[config.mk]
export PLATFORM = sky130hd
export DESIGN_NAME = operand_fetch_flat
export DESIGN_NICKNAME = d
export VERILOG_FILES = /design/src/rtl/operand_fetch_pkg.sv /design/src/rtl/operand_fetch_if.sv /design/src/rtl/operand_fetch_scoreboard.sv /design/src/rtl/operand_fetch.sv /design/src/flat_wrapper.sv
export SDC_FILE = /design/constraint.sdc
export NUM_CORES = 1
export LEC_CHECK = 0
export BUFFER_PORTS_ARGS = -buffer_cell sky130_fd_sc_hd__clkbuf_2
export CAP_MARGIN = 20
export CORE_MARGIN = 2
export CORE_UTILIZATION = 40
export DETAILED_ROUTE_END_ITERATION = 16
export MAX_ROUTING_LAYER = met4
export PLACE_DENSITY = 0.69
export SYNTH_ARGS = -nofsm -noshare
export SYNTH_HDL_FRONTEND = slang
export SYNTH_SLANG_ARGS = --single-unit
[constraint.sdc]
create_clock -name clk -period 7.4 [get_ports clk]
set_clock_uncertainty 0.1 [all_clocks]
set_input_delay 1.11 -clock clk [delete_from_list [all_inputs] [get_ports clk]]
set_output_delay 1.11 -clock clk [all_outputs]
set_load 0.005 [all_outputs]
[src/rtl/operand_fetch_pkg.sv]
// Shared types for the operand fetch slice: register index, FSM state and
// the architectural register count.
package rvcpu;

    localparam int unsigned NumArchRegs = 32;

    typedef logic [$clog2(NumArchRegs)-1:0] reg_t;

    typedef enum logic [1:0] {
        EMPTY,
        FETCH,
        FULL
    } opf_state_t;

endpackage

[src/rtl/operand_fetch_if.sv]
// Operand fetch bus bundle: decode and execute handshakes, register file read
// ports and the writeback snoop. master = fetch stage, slave = its environment.
interface operand_fetch_if #(
    parameter int unsigned Width = 32
);
    logic              in_valid;
    logic              in_ready;
    rvcpu::reg_t       in_rs1;
    rvcpu::reg_t       in_rs2;
    rvcpu::reg_t       in_rd;
    logic              in_rs1_used;
    logic              in_rs2_used;
    logic              in_rd_used;

    rvcpu::reg_t       rf_rs1;
    rvcpu::reg_t       rf_rs2;
    logic              rf_rs1_valid;
    logic              rf_rs2_valid;
    logic [Width-1:0]  rf_rd1;
    logic [Width-1:0]  rf_rd2;

    logic              wb_valid;
    rvcpu::reg_t       wb_rd;
    logic [Width-1:0]  wb_val;

    logic              out_valid;
    logic              out_ready;
    logic [Width-1:0]  out_op1;
    logic [Width-1:0]  out_op2;
    rvcpu::reg_t       out_rd;
    logic              out_rd_used;

    modport master (
        input  in_valid, in_rs1, in_rs2, in_rd, in_rs1_used, in_rs2_used, in_rd_used,
        output in_ready,
        output rf_rs1, rf_rs2, rf_rs1_valid, rf_rs2_valid,
        input  rf_rd1, rf_rd2,
        input  wb_valid, wb_rd, wb_val,
        output out_valid, out_op1, out_op2, out_rd, out_rd_used,
        input  out_ready
    );

    modport slave (
        output in_valid, in_rs1, in_rs2, in_rd, in_rs1_used, in_rs2_used, in_rd_used,
        input  in_ready,
        input  rf_rs1, rf_rs2, rf_rs1_valid, rf_rs2_valid,
        output rf_rd1, rf_rd2,
        output wb_valid, wb_rd, wb_val,
        input  out_valid, out_op1, out_op2, out_rd, out_rd_used,
        output out_ready
    );

endinterface

[src/rtl/operand_fetch_scoreboard.sv]
// Pending-write mask for in-flight destinations with two source lookup ports.
// A same-cycle set and clear of one register leaves it pending.
module reg_scoreboard
    import rvcpu::*;
(
    input  logic                   clk,
    input  logic                   reset,
    input  logic                   set_en,
    input  reg_t                   set_idx,
    input  logic                   clr_en,
    input  reg_t                   clr_idx,
    input  reg_t                   lk1_idx,
    output logic                   lk1_hit,
    input  reg_t                   lk2_idx,
    output logic                   lk2_hit,
    output logic [NumArchRegs-1:0] pending_o
);

    logic [NumArchRegs-1:0] pending_q, pending_d;

    always_comb begin
        pending_d = pending_q;
        if (clr_en) begin
            pending_d[clr_idx] = 1'b0;
        end
        if (set_en) begin
            pending_d[set_idx] = 1'b1;
        end
        pending_d[0] = 1'b0;
    end

    always_ff @(posedge clk) begin
        if (reset) begin
            pending_q <= '0;
        end else begin
            pending_q <= pending_d;
        end
    end

    always_comb begin
        lk1_hit   = pending_q[lk1_idx];
        lk2_hit   = pending_q[lk2_idx];
        pending_o = pending_q;
    end

endmodule

[src/rtl/operand_fetch.sv]
// Operand fetch stage: hazard-checked issue of register file reads, one-entry
// output buffer. Define OPERAND_FETCH_BYPASS_EN for same-cycle writeback bypass.
module operand_fetch
    import rvcpu::*;
#(
    parameter int unsigned Width = 32
) (
    input  logic            clk,
    input  logic            reset,
    input  logic            flush,
    operand_fetch_if.master bus
);

    opf_state_t       state_q, state_d;
    logic [Width-1:0] hold1_q, hold1_d, hold2_q, hold2_d;
    logic [Width-1:0] op1_fetch, op2_fetch;
    reg_t             rd_q, rd_d;
    logic             rd_used_q, rd_used_d;
    logic             rd1_en_q, rd1_en_d, rd2_en_q, rd2_en_d;
`ifdef OPERAND_FETCH_BYPASS_EN
    logic             byp1_q, byp1_d, byp2_q, byp2_d;
    logic [Width-1:0] bypv1_q, bypv1_d, bypv2_q, bypv2_d;
`endif

    logic [NumArchRegs-1:0] pending;
    logic sb_hit1, sb_hit2, src1_hit, src2_hit, wb1, wb2;
    logic rs1_live, rs2_live, dst_live, stage_rd_live;
    logic hazard, accept, set_pending;

    reg_scoreboard u_sb (
        .clk       (clk),
        .reset     (reset),
        .set_en    (set_pending),
        .set_idx   (rd_q),
        .clr_en    (bus.wb_valid),
        .clr_idx   (bus.wb_rd),
        .lk1_idx   (bus.in_rs1),
        .lk1_hit   (sb_hit1),
        .lk2_idx   (bus.in_rs2),
        .lk2_hit   (sb_hit2),
        .pending_o (pending)
    );

    always_comb begin
        rs1_live      = bus.in_rs1_used && (bus.in_rs1 != '0);
        rs2_live      = bus.in_rs2_used && (bus.in_rs2 != '0);
        dst_live      = bus.in_rd_used && (bus.in_rd != '0);
        stage_rd_live = (state_q != EMPTY) && rd_used_q && (rd_q != '0);
        wb1           = bus.wb_valid && (bus.wb_rd == bus.in_rs1);
        wb2           = bus.wb_valid && (bus.wb_rd == bus.in_rs2);
        src1_hit      = sb_hit1 || (stage_rd_live && (rd_q == bus.in_rs1));
        src2_hit      = sb_hit2 || (stage_rd_live && (rd_q == bus.in_rs2));
`ifdef OPERAND_FETCH_BYPASS_EN
        src1_hit      = src1_hit && !wb1;
        src2_hit      = src2_hit && !wb2;
`else
        // RF read in the write cycle returns the stale value, so wait it out
        src1_hit      = src1_hit || wb1;
        src2_hit      = src2_hit || wb2;
`endif
        hazard = (rs1_live && src1_hit) || (rs2_live && src2_hit) ||
                 (dst_live && (pending[bus.in_rd] ||
                               (stage_rd_live && (rd_q == bus.in_rd))));
        bus.in_ready     = !reset && !flush && !hazard &&
                           ((state_q == EMPTY) || bus.out_ready);
        accept           = bus.in_valid && bus.in_ready;
        bus.rf_rs1       = bus.in_rs1;
        bus.rf_rs2       = bus.in_rs2;
        bus.rf_rs1_valid = accept && rs1_live;
        bus.rf_rs2_valid = accept && rs2_live;
    end

    always_comb begin
`ifdef OPERAND_FETCH_BYPASS_EN
        op1_fetch = rd1_en_q ? (byp1_q ? bypv1_q : bus.rf_rd1) : '0;
        op2_fetch = rd2_en_q ? (byp2_q ? bypv2_q : bus.rf_rd2) : '0;
`else
        op1_fetch = rd1_en_q ? bus.rf_rd1 : '0;
        op2_fetch = rd2_en_q ? bus.rf_rd2 : '0;
`endif
        bus.out_valid   = (state_q != EMPTY);
        bus.out_op1     = (state_q == FETCH) ? op1_fetch : hold1_q;
        bus.out_op2     = (state_q == FETCH) ? op2_fetch : hold2_q;
        bus.out_rd      = rd_q;
        bus.out_rd_used = rd_used_q;
        set_pending     = bus.out_valid && bus.out_ready && rd_used_q && (rd_q != '0);
    end

    always_comb begin
        state_d   = state_q;
        hold1_d   = hold1_q;
        hold2_d   = hold2_q;
        rd_d      = rd_q;
        rd_used_d = rd_used_q;
        rd1_en_d  = rd1_en_q;
        rd2_en_d  = rd2_en_q;
`ifdef OPERAND_FETCH_BYPASS_EN
        byp1_d    = byp1_q;
        byp2_d    = byp2_q;
        bypv1_d   = bypv1_q;
        bypv2_d   = bypv2_q;
`endif
        if (state_q == FETCH) begin
            hold1_d = op1_fetch;
            hold2_d = op2_fetch;
        end
        unique case (state_q)
            EMPTY:       if (accept) state_d = FETCH;
            FETCH, FULL: state_d = bus.out_ready ? (accept ? FETCH : EMPTY) : FULL;
            default:     state_d = EMPTY;
        endcase
        if (accept) begin
            rd_d      = bus.in_rd;
            rd_used_d = bus.in_rd_used;
            rd1_en_d  = rs1_live;
            rd2_en_d  = rs2_live;
`ifdef OPERAND_FETCH_BYPASS_EN
            byp1_d    = rs1_live && wb1;
            byp2_d    = rs2_live && wb2;
            bypv1_d   = bus.wb_val;
            bypv2_d   = bus.wb_val;
`endif
        end
        if (flush) begin
            state_d = EMPTY;
        end
    end

    always_ff @(posedge clk) begin
        if (reset) begin
            state_q   <= EMPTY;
            hold1_q   <= '0;
            hold2_q   <= '0;
            rd_q      <= '0;
            rd_used_q <= 1'b0;
            rd1_en_q  <= 1'b0;
            rd2_en_q  <= 1'b0;
`ifdef OPERAND_FETCH_BYPASS_EN
            byp1_q    <= 1'b0;
            byp2_q    <= 1'b0;
            bypv1_q   <= '0;
            bypv2_q   <= '0;
`endif
        end else begin
            state_q   <= state_d;
            hold1_q   <= hold1_d;
            hold2_q   <= hold2_d;
            rd_q      <= rd_d;
            rd_used_q <= rd_used_d;
            rd1_en_q  <= rd1_en_d;
            rd2_en_q  <= rd2_en_d;
`ifdef OPERAND_FETCH_BYPASS_EN
            byp1_q    <= byp1_d;
            byp2_q    <= byp2_d;
            bypv1_q   <= bypv1_d;
            bypv2_q   <= bypv2_d;
`endif
        end
    end

endmodule

[src/flat_wrapper.sv]
// flat-port wrapper written by rule: the top's interface ports become plain ports
module operand_fetch_flat import rvcpu::*;
#(
    parameter int unsigned Width = 32
)
  (clk, reset, flush, bus_in_valid, bus_in_rs1, bus_in_rs2, bus_in_rd, bus_in_rs1_used, bus_in_rs2_used, bus_in_rd_used, bus_in_ready, bus_rf_rs1, bus_rf_rs2, bus_rf_rs1_valid, bus_rf_rs2_valid, bus_rf_rd1, bus_rf_rd2, bus_wb_valid, bus_wb_rd, bus_wb_val, bus_out_valid, bus_out_op1, bus_out_op2, bus_out_rd, bus_out_rd_used, bus_out_ready);
  operand_fetch_if #(.Width(Width)) bus_i ();
  input  logic clk;
  input  logic reset;
  input  logic flush;
  input wire logic [$bits(bus_i.in_valid)-1:0] bus_in_valid;
  input wire logic [$bits(bus_i.in_rs1)-1:0] bus_in_rs1;
  input wire logic [$bits(bus_i.in_rs2)-1:0] bus_in_rs2;
  input wire logic [$bits(bus_i.in_rd)-1:0] bus_in_rd;
  input wire logic [$bits(bus_i.in_rs1_used)-1:0] bus_in_rs1_used;
  input wire logic [$bits(bus_i.in_rs2_used)-1:0] bus_in_rs2_used;
  input wire logic [$bits(bus_i.in_rd_used)-1:0] bus_in_rd_used;
  output wire logic [$bits(bus_i.in_ready)-1:0] bus_in_ready;
  output wire logic [$bits(bus_i.rf_rs1)-1:0] bus_rf_rs1;
  output wire logic [$bits(bus_i.rf_rs2)-1:0] bus_rf_rs2;
  output wire logic [$bits(bus_i.rf_rs1_valid)-1:0] bus_rf_rs1_valid;
  output wire logic [$bits(bus_i.rf_rs2_valid)-1:0] bus_rf_rs2_valid;
  input wire logic [$bits(bus_i.rf_rd1)-1:0] bus_rf_rd1;
  input wire logic [$bits(bus_i.rf_rd2)-1:0] bus_rf_rd2;
  input wire logic [$bits(bus_i.wb_valid)-1:0] bus_wb_valid;
  input wire logic [$bits(bus_i.wb_rd)-1:0] bus_wb_rd;
  input wire logic [$bits(bus_i.wb_val)-1:0] bus_wb_val;
  output wire logic [$bits(bus_i.out_valid)-1:0] bus_out_valid;
  output wire logic [$bits(bus_i.out_op1)-1:0] bus_out_op1;
  output wire logic [$bits(bus_i.out_op2)-1:0] bus_out_op2;
  output wire logic [$bits(bus_i.out_rd)-1:0] bus_out_rd;
  output wire logic [$bits(bus_i.out_rd_used)-1:0] bus_out_rd_used;
  input wire logic [$bits(bus_i.out_ready)-1:0] bus_out_ready;
  assign bus_i.in_valid = bus_in_valid;
  assign bus_i.in_rs1 = bus_in_rs1;
  assign bus_i.in_rs2 = bus_in_rs2;
  assign bus_i.in_rd = bus_in_rd;
  assign bus_i.in_rs1_used = bus_in_rs1_used;
  assign bus_i.in_rs2_used = bus_in_rs2_used;
  assign bus_i.in_rd_used = bus_in_rd_used;
  assign bus_in_ready = bus_i.in_ready;
  assign bus_rf_rs1 = bus_i.rf_rs1;
  assign bus_rf_rs2 = bus_i.rf_rs2;
  assign bus_rf_rs1_valid = bus_i.rf_rs1_valid;
  assign bus_rf_rs2_valid = bus_i.rf_rs2_valid;
  assign bus_i.rf_rd1 = bus_rf_rd1;
  assign bus_i.rf_rd2 = bus_rf_rd2;
  assign bus_i.wb_valid = bus_wb_valid;
  assign bus_i.wb_rd = bus_wb_rd;
  assign bus_i.wb_val = bus_wb_val;
  assign bus_out_valid = bus_i.out_valid;
  assign bus_out_op1 = bus_i.out_op1;
  assign bus_out_op2 = bus_i.out_op2;
  assign bus_out_rd = bus_i.out_rd;
  assign bus_out_rd_used = bus_i.out_rd_used;
  assign bus_i.out_ready = bus_out_ready;
  operand_fetch #(.Width(Width)) u_core (.clk(clk), .reset(reset), .flush(flush), .bus(bus_i));
endmodule
==> run_results.csv, run 1 <==
group,metric,value,unit
sta,maxSlewViolCount,0,
clocking,cts_tree,"built",
final_layout,fillerInstances,1349,
grt,first_global_vias,4560,
placement,dpl.hpwl,10900,um
clocking,cts_resized,0,
sta,rsz0062_at_grt,"no",
final_layout,nets,948,
sta,setup_tns,0,ns
floorplan,row_count,43,
sta,hold_viol,0,
sta,worst_pin_slew,1.08,ns
routing,ant_nets,0,
floorplan,start_util,41.1,%
synthesis,synth.avg_cell_area,8.22,sq um
final_layout,area_delta_synth_final,19.4,%
placement,io_buffers,176,
worst_setup_path,cp-end-kind,"output pin",
hold_path,holdCritPathClass,"reg2reg",
worst_setup_path,worstSetupStartpointType,"primary input",
routing,vias_per_cell,5.07,
final_layout,final_layout_size_suffix_gt1_share,27.4,%
synthesis,ys.flop_type,"dfxtp_1",
placement,preCtsSetupSlack,2.36,ns
clocking,cts-buffers-inserted,9,
clocking,post_cts_buffers,0,
floorplan,die_w,123,um
clocking,cts.hold.buffers_added,0,
synthesis,synth_warnings,0,
worst_setup_path,cpPeakStageDelay,0.64,ns
grt,groute.usage.overall,20.4,%
synthesis,syn_area,5700,sq um
clocking,cts.sinks,105,
final_layout,antenna_cells,0,
worst_setup_path,worstPathRequired,6.19,ns
clocking,clk_pin_slew,0.07,ns
worst_setup_path,crit_fanout,12,
sta,fmax,0.199,GHz
synthesis,synth_edf_count,0,
sta,fin_crit_sh,68.0,%
synthesis,synth_seq_area_share,36.9,%
floorplan,pin_count,209,
worst_setup_path,crit_arrival,3.82,ns
power,leakagePower,2.77,nW
routing,first_pass_iters,5,
worst_setup_path,worst_path_max_delay_cell,"mux4_1",
worst_setup_path,worst-path-buf-inv,2,
grt,grt.overflow.total,0,
worst_setup_path,setup.worst_path.class,"in2out",
clocking,clk_latency,0.35,ns
sta,min_period,5.03,ns
power,cellPowerDensity,164,nW/um^2
clocking,root_buffer,"clkbuf_16",
routing,wire_per_inst,15.4,um
floorplan,dieHeight,123,um
floorplan,core_area,13900,sq um
routing,drcViolationCount,0,
routing,drt_wl_total,15400,um
routing,vias,5088,
worst_setup_path,crit_path_frequent_cell,"clkbuf_2",
worst_setup_path,path_delay_family,"multiplexers",
grt,grt_pass1_wl,23400,um
sta,fin_ws,2.37,ns
sta,finalSetupViolCount,0,
worst_setup_path,path_cells,"clkbuf_2 -> mux4_1 -> mux4_2 -> nand3_2 -> o2111a_1 -> o31ai_2 -> nor2_2 -> and2_2 -> clkbuf_2",
outcome,status,"completed",
floorplan,die_area,15200,sq um
synthesis,synth_cell_types,54,
grt,antenna_found_initial,0,
synthesis,synthArstFlopShare,0,%
grt,grt_max_degree,106,
synthesis,syn_inst,693,
synthesis,ys_seq_elements,105,
sta,maxSlewHeadroom,28.3,%
job,maxCapViolCount,0,
clocking,ctsHtreeMaxLevel,3,
synthesis,postSynthNetCount,821,
clocking,clockBufferDepth,2,
power,worst_ir_drop_vdd,0.0837,mV
routing,drtIter0Drc,493,
placement,gp_congestion,0.855,
-- metal layers --
metal	routed length, um	GRT usage, %
met1	6490	25.0
met2	7380	33.0
met3	1220	3.64
met4	346	9.02
met5	0	-
-- cells in the mapped netlist (2+ instances only) --
master,count,share of area [%]
xor2_1,16,2.5
buf_6,3,0.59
a21oi_1,32,2.8
nor4_1,2,0.22
nor3_1,9,0.79
buf_1,4,0.26
buf_4,11,1.4
or3b_2,3,0.46
nand2b_1,3,0.33
mux2i_1,20,3.5
clkbuf_1,36,2.4
inv_1,72,4.7
mux4_2,17,6.7
o2111a_1,2,0.40
and3_1,9,0.99
mux2_2,3,0.59
mux4_1,4,1.8
o21ai_0,100,8.8
and2_1,3,0.33
nand2_1,97,6.4
nand3b_1,5,0.66
dfxtp_1,105,37
or3_1,2,0.22
and3b_1,2,0.31
nor3b_1,3,0.40
xnor2_1,9,1.4
or4_1,2,0.26
nor2_1,11,0.72
buf_2,7,0.61
nand3_1,6,0.53
ha_1,3,0.66
o211ai_1,2,0.26
nor2b_1,68,7.5
and4_1,2,0.31
-- placed cells by master, fill, tap and decap left out, types with 2 or more instances in the layout --
cell / instances
mux4_1: 4
nor2b_1: 68
mux2i_1: 20
mux2_2: 3
mux4_2: 17
clkbuf_16: 9
nor2_1: 11
clkbuf_2: 175
o211ai_1: 2
nand3b_1: 5
nand2_1: 97
nand3_1: 6
a21oi_1: 32
and4_1: 2
o2111a_1: 2
nor3_1: 9
xor2_1: 16
nor4_1: 2
and3b_1: 2
xnor2_1: 9
inv_1: 72
nor3b_1: 3
o21ai_0: 100
and3_1: 9
ha_1: 2
nand2b_1: 3
or3_1: 2
or3b_2: 3
and2_1: 3
or4_1: 2
dfxtp_1: 105
-- registers in the layout, indices dropped and copies added, names as in the netlist --
| name | cells |
|---|---|
| u_core.bus.out_rd | 5 |
| u_core.rd2_en_q | 1 |
| u_core.hold2_q | 32 |
| u_core.u_sb.pending_o | 31 |
| u_core.rd1_en_q | 1 |
| u_core.hold1_q | 32 |
| u_core.state_q | 2 |
| u_core.bus.out_rd_used | 1 |
-- report_power, final --
group | internal, mW | leakage [nW] | switching, mW
registers | 0.567 | 0.846 | 0.00445
logic | 0.0422 | 1.79 | 0.0572
clock network | 0.230 | 0.131 | 0.216
-- metrics by stage --
step                      utilization (%)  std cells  power [mW]  area (sq um)  hold WS (ns)
after floorplan                         -        693       0.642          5700         0.351
after global placement               46.9        988       0.683          6510         0.363
after detailed placement             46.9        988       0.683          6510         0.377
after CTS                            48.8       1003        1.13          6780         0.388
after global routing                 49.0       1004        1.16          6810         0.415
final                                49.0       1004        1.12          6810         0.384
-- worst paths after layout --
path	start	end	slack (ns)	depth (start not counted)
max	bus_in_rs2[0]	bus_rf_rs1_valid	2.37	9
min	u_core.state_q[1]	u_core.state_q[1]	0.38	2
max reg2reg	u_core.bus.out_rd[4]	u_core.state_q[0]	4.27	8
min reg2reg	u_core.state_q[1]	u_core.state_q[1]	0.38	2
-- cell type report --
cell class | count | area [sq um] | area share [%]
clock buffers | 10 | 229 | 3.36
clock inverters | 5 | 41.3 | 0.607
inverters | 72 | 270 | 3.97
multi-input cells | 455 | 3030 | 44.5
flip-flops and latches | 105 | 2100 | 30.9
well taps | 180 | 225 | 3.31
repair buffers | 177 | 911 | 13.4
-- logic make-up after synthesis --
group	Yosys count	synth area share, %
and+or+nand+nor	237	21.9
AOI/OAI and AO/OA	146	14.0
buffers and inverters	133	10.0
DFF	105	36.9
muxes	44	12.7
xor gates and xnor gates	25	3.84
adders and majority gates	3	0.659
-- worst reg2reg max path, cell delays in order (launching register included) --
cell and delay (ns):
dfxtp_1 0.74, nor3_1 0.16, a21oi_1 0.53, and4_1 0.30, and4bb_2 0.25, o31ai_2 0.30, nor2_2 0.22, and3_2 0.25
a31o_1 0.17
No activity file was read; power rests on OpenSTA's default activity.
==> run 2: changes to the inputs <==
Settings changed: ABC_AREA from default to 1, PLACE_DENSITY 0.69 to 0.7.
Clock period 7.4 ns to 4.07 ns, I/O delays scaled along.
==> run 2 against run 1 <==
  * Design area increased by 6.9%
  * Largest cell class unchanged
  * First-iteration DRC count decreased by 8.9%
  * Highest routed layer unchanged
  * Utilization decreased by 0.81 points
==> run_results.csv, run 2 <==
group,metric,value,unit
clocking,cts_tree,"built",
routing,vias,6419,
placement,io_buffers,176,
synthesis,synth_seq_area_share,34.2,%
grt,first_global_vias,6043,
worst_setup_path,worstPathRequired,3.36,ns
synthesis,synth.top_cell.area_share,34.2,%
power,clockPowerShare,39.6,%
sta,hold_viol,0,
worst_setup_path,cp-end-kind,"output pin",
grt,grt_max_degree,65,
job,maxCapViolCount,0,
grt,grt_pass1_wl,29700,um
synthesis,synth_cell_types,35,
synthesis,synth_edf_count,0,
worst_setup_path,worstSetupStartpointType,"primary input",
placement,placed_area,6950,sq um
sta,fin_crit_sh,80.1,%
synthesis,ys.flop_type,"dfxtp_1",
worst_setup_path,setup.worst_path.class,"in2out",
clocking,clk_latency,0.35,ns
synthesis,synth_top_area_cell,"dfxtp_1",
clocking,cts_resized,0,
grt,grt.overflow.total,0,
synthesis,synth_warnings,0,
power,swShare,27.4,%
final_layout,final_layout_size_suffix_gt1_share,20.1,%
sta,maxSlewViolCount,0,
clocking,clk_pin_slew,0.07,ns
routing,drcViolationCount,0,
power,cellPowerDensity,301,nW/um^2
final_layout,fin_area,7280,sq um
routing,ant_nets,0,
outcome,status,"completed",
floorplan,die_w,128,um
clocking,ctsHtreeMaxLevel,3,
power,worst_ir_drop_vdd,0.180,mV
routing,wire_per_inst,14.1,um
worst_setup_path,crit_fanout,20,
sta,fin_ws,0.810,ns
synthesis,synth_most_common_cell,"inv_1",
sta,maxSlewHeadroom,37.4,%
final_layout,antenna_cells,0,
synthesis,synthArstFlopShare,0,%
synthesis,postSynthNetCount,1113,
floorplan,start_util,40.7,%
sta,setup_tns,0,ns
sta,rsz0062_at_grt,"no",
floorplan,row_count,45,
power,p_int,1.59,mW
grt,groute.usage.overall,23.4,%
clocking,cts-buffers-inserted,9,
routing,drt_wl_total,18600,um
final_layout,layout_common_cells,"inv_1, clkbuf_2, nand2_1",
power,comb_power_share,12.8,%
clocking,clockBufferDepth,2,
sta,worst_pin_slew,0.931,ns
clocking,cts.hold.buffers_added,0,
synthesis,ys_seq_elements,105,
floorplan,core_area,15100,sq um
placement,dpl.hpwl,13600,um
synthesis,syn_inst,985,
power,power_switching,0.601,mW
floorplan,die_area,16400,sq um
floorplan,dieHeight,128,um
sta,finalSetupViolCount,0,
clocking,post_cts_buffers,0,
power,leakagePower,3.50,nW
routing,vias_per_cell,4.89,
routing,drtIter0Drc,449,
final_layout,layout_commonest_cell,"inv_1",
worst_setup_path,crit_arrival,2.55,ns
hold_path,holdCritPathClass,"reg2reg",
power,pwr-share-seq,47.6,%
grt,antenna_found_initial,0,
routing,first_pass_iters,7,
synthesis,ys_top_cells_by_area,"dfxtp_1, inv_1, nand2_1, nand3_1, o22ai_1",
placement,gp_congestion,0.981,
final_layout,area_delta_synth_final,18.4,%
floorplan,pin_count,209,
synthesis,synth_common_cells,"inv_1, nand2_1, dfxtp_1",
final_layout,nets,1249,
synthesis,synth.avg_cell_area,6.24,sq um
clocking,root_buffer,"clkbuf_16",
placement,preCtsSetupSlack,0.810,ns
clocking,cts.sinks,105,
sta,fmax,0.307,GHz
synthesis,syn_area,6140,sq um
sta,min_period,3.26,ns
run 2: cell types whose count changed after synthesis, moves of 63 or more:
cell and change:
nand3_1 +87, nor2b_1 -68, nand2_1 +68, nor2_1 +87, o21ai_0 -65, o22ai_1 +63, inv_1 +181
run 2: logic make-up after synthesis:
family	synth area share, %
simple gates	26.9
flops	34.2
fa+ha+maj	0.611
buf+inv	21.9
xor+xnor	2.00
compound gates	14.4
run 2: layer usage:
metal	vias to the layer above	share of wire (%)	track usage, %
li1	3278	-	-
met5	-	0	-
met2	275	45	36.0
met4	0	2.9	9.95
met1	2837	45	30.7
met3	29	7.0	3.67
run 2: area by class of cell:
class	count	area (sq um)
fill	1603	7810
multi-input combinational	558	2700
sequential	105	2100
inverter	266	1010
timing repair buffer	181	938
clock buffer	11	253
tap	188	235
clock inverter	5	45.0
run 2: power groups by stage:
stage          clock [mW]  sequential [mW]  combinational (mW)
2_1_floorplan           0             1.06               0.193
3_3_place_gp            0             1.07               0.279
3_5_place_dp            0             1.07               0.279
4_1_cts             0.888             1.04               0.280
5_1_grt             0.936             1.04               0.315
6_report            0.868             1.04               0.281
run 2: per-stage QoR:
stage,total power [mW],std cells,util [%],hold slack [ns]
6_report,2.19,1314,48.2,0.371
5_1_grt,2.29,1314,48.2,0.391
4_1_cts,2.21,1313,48.0,0.374
3_3_place_gp,1.35,1297,46.1,0.360
2_1_floorplan,1.25,985,-,0.348
3_5_place_dp,1.35,1297,46.1,0.362
run 2: worst paths after layout:
| kind | startpoint | end | depth (start not counted) | slack (ns) |
|---|---|---|---|---|
| setup / recovery | bus_in_rd[0] | bus_rf_rs1_valid | 15 | 0.81 |
| hold / removal | u_core.rd1_en_q | u_core.rd1_en_q | 2 | 0.37 |
| setup reg to reg | u_core.bus.out_rd[4] | u_core.bus.out_rd[4] | 13 | 1.64 |
| hold reg to reg | u_core.rd1_en_q | u_core.rd1_en_q | 2 | 0.37 |
run 2: critical path: stages:
cell and delay (ns):
clkbuf_2 0.32, inv_2 0.35, nand2_1 0.09, nand3_1 0.07, nand3_1 0.14, nand3_1 0.12, nand2_1 0.06, nand2_1 0.07
nand3_2 0.07, nand2_1 0.07, nand2_1 0.06, nor2_2 0.17, nand3_1 0.16, inv_1 0.08, clkbuf_2 0.11
==> run 3: changes to the inputs <==
Settings changed: ABC_AREA 1 to 0, PLACE_DENSITY 0.7 to 0.69.
Clock period 4.07 ns to 3 ns, I/O delays scaled along.
==> run 3 against run 2 <==
  * The run now ends with negative setup slack left
  * Critical path depth is 7 lower
  * Global-route usage decreased by 2.0 points
  * Die area fell by 7.0%
  * Register-to-register slack got worse by 1.3 ns
  * Sequential power grew 35%
  * Wire length down 13%
  * Total power rose by 34%
  * Utilization is 3.6 points higher
  * Final cell count fell by 21%
  * Worst setup slack worse by 0.87 ns
  * Worst hold slack got worse by 0.093 ns
  * Critical path type is now reg2out
  * Largest power group unchanged
  * Highest routed layer unchanged
==> run_results.csv, run 3 (synthesis gave the netlist of run 1 again) <==
group,metric,value,unit
outcome,status,"finished, violations left",
outcome,violations,"negative setup slack",
grt,antenna_found_initial,0,
floorplan,dieHeight,123,um
power,power_switching,0.714,mW
final_layout,nets,984,
worst_setup_path,path_cells,"mux4_2 -> mux4_2 -> nand3_2 -> o2111a_1 -> o31ai_4 -> buf_4 -> nor3_4 -> buf_2",
power,comb_power_share,9.7,%
power,pwr-share-seq,47.6,%
power,power,2.94,mW
worst_setup_path,crit_path_start,"u_core.u_sb.pending_o[29]",
final_layout,layout_commonest_cell,"clkbuf_2",
worst_setup_path,crit_path_frequent_cell,"mux4_2",
power,clockPowerShare,42.7,%
sta,hold_slack,0.279,ns
grt,grt_max_degree,87,
worst_setup_path,cpPeakStageDelay,0.50,ns
job,maxCapViolCount,0,
worst_setup_path,crit_arrival,2.51,ns
placement,io_buffers,176,
placement,gp_congestion,0.862,
worst_setup_path,worst_path_max_delay_cell,"mux4_2",
routing,drtIter0Drc,483,
clocking,clockBufferDepth,2,
routing,first_pass_iters,5,
final_layout,layout_common_cells,"clkbuf_2, o21ai_0, nand2_1",
clocking,clk_pin_slew,0.07,ns
sta,finalSetupViolCount,3,
worst_setup_path,cp-end-kind,"output pin",
power,worst_ir_drop_vdd,0.299,mV
clocking,cts_tree,"built",
clocking,clk_latency,0.36,ns
power,p_int,2.23,mW
hold_path,min_from,"bus_in_rd_used",
routing,vias,5250,
sta,maxSlewViolCount,0,
power,swShare,24.3,%
power,leakagePower,2.96,nW
sta,hold_viol,0,
final_layout,area_delta_synth_final,26.2,%
worst_setup_path,rrSetupSlack,0.31,ns
final_layout,final_layout_size_suffix_gt1_share,33.7,%
routing,drt_wl_total,16200,um
sta,maxSlewHeadroom,40.1,%
floorplan,core_area,13900,sq um
worst_setup_path,worstSetupStartpointType,"flip-flop",
worst_setup_path,cp-endpoint,"bus_rf_rs2_valid",
worst_setup_path,worstPathRequired,2.45,ns
worst_setup_path,r2r_cells,9,
routing,ant_nets,0,
worst_setup_path,r2r_start,"u_core.u_sb.pending_o[15]",
clocking,ctsHtreeMaxLevel,3,
worst_setup_path,worstReg2RegEnd,"u_core.state_q[0]",
sta,fmax,0.327,GHz
routing,drcViolationCount,0,
routing,vias_per_cell,5.04,
sta,min_period,3.06,ns
power,cellPowerDensity,409,nW/um^2
worst_setup_path,path_delay_family,"multiplexers",
sta,setup_tns,-0.129,ns
clocking,root_buffer,"clkbuf_16",
floorplan,pin_count,209,
grt,grt_pass1_wl,24400,um
floorplan,die_area,15200,sq um
floorplan,start_util,41.1,%
worst_setup_path,setup.worst_path.class,"reg2out",
clocking,cts-buffers-inserted,9,
grt,groute.usage.overall,21.5,%
sta,rsz0062_at_grt,"yes",
final_layout,fillerInstances,1310,
final_layout,antenna_cells,0,
hold_path,holdCritPathClass,"in2reg",
clocking,cts.sinks,105,
sta,fin_ws,-0.0569,ns
sta,fin_crit_sh,102,%
worst_setup_path,worst-path-buf-inv,2,
grt,first_global_vias,4806,
routing,wire_per_inst,15.6,um
floorplan,die_w,123,um
placement,preCtsSetupSlack,-0.183,ns
sta,worst_pin_slew,0.899,ns
placement,dpl.hpwl,11500,um
worst_setup_path,path_depth,8,
grt,grt.overflow.total,0,
worst_setup_path,crit_fanout,4,
floorplan,row_count,43,
[run 3: cell count changes in the layout (fill, tap and decap cells not counted), moves of 33 or more]
cell     previous run  this run
nand2_1           165        97
nor2_1             98        11
o21ai_0            35       100
nand3_1            93         6
buf_4               4        37
nor2b_1             0        68
o22ai_1            64         1
inv_1             253        72
[run 3: worst min-delay path by stage]
stage | end | cells past startpoint | slack, ns
after global routing | u_core.bus.out_rd_used | 3 | 0.32
final | u_core.bus.out_rd_used | 3 | 0.28
after CTS | u_core.bus.out_rd_used | 3 | 0.27
after global placement | u_core.state_q[1] | 2 | 0.37
after floorplan | u_core.state_q[1] | 2 | 0.35
after detailed placement | u_core.state_q[1] | 2 | 0.38
[run 3: routing by layer]
metal	routed length, um	GRT usage (%)	vias up
met5	0	-	-
met4	398	9.30	0
met3	1280	4.01	31
met2	8010	36.1	211
met1	6520	25.0	2393
li1	-	-	2615
[run 3: final cells by class]
| type | count | area (sq um) | area share [%] |
|---|---|---|---|
| Multi-Input combinational cell | 455 | 3070 | 42.7 |
| Sequential cell | 105 | 2120 | 29.5 |
| Timing Repair Buffer | 213 | 1180 | 16.5 |
| Inverter | 72 | 270 | 3.76 |
| Clock buffer | 11 | 253 | 3.51 |
| Tap cell | 180 | 225 | 3.13 |
| Clock inverter | 5 | 67.6 | 0.939 |
[run 3: worst reg2reg max path: cells and delay by family (launching register included)]
| kind | cells | cell delay, ns |
|---|---|---|
| buffers and inverters | 2 | 0.30 |
| DFF | 1 | 0.34 |
| and+or+nand+nor | 1 | 0.12 |
| AOI/OAI and AO/OA | 3 | 0.58 |
| muxes | 3 | 1.19 |
[run 3: through the flow]
step,utilization [%],instances,cell area (sq um)
after floorplan,-,693,5700
after global placement,48.4,1015,6710
after detailed placement,48.4,1015,6710
after CTS,51.5,1040,7150
after global routing,51.8,1041,7190
final,51.8,1041,7190
[run 3: power groups by stage]
stage / Combinational [mW] / Clock [mW] / Sequential [mW]
final: 0.286 / 1.26 / 1.40
after CTS: 0.282 / 1.29 / 1.40
after floorplan: 0.152 / 0 / 1.43
after global placement: 0.271 / 0 / 1.43
after detailed placement: 0.272 / 0 / 1.43
after global routing: 0.309 / 1.35 / 1.40
[run 3: repair_timing]
item / in CTS / in global routing
resized for setup: 27 / 9
pin swaps: 6 / 3
hold buffers: 0 / 0
endpoints found under the setup margin: 3 / 3
buffers inserted: 9 / 1
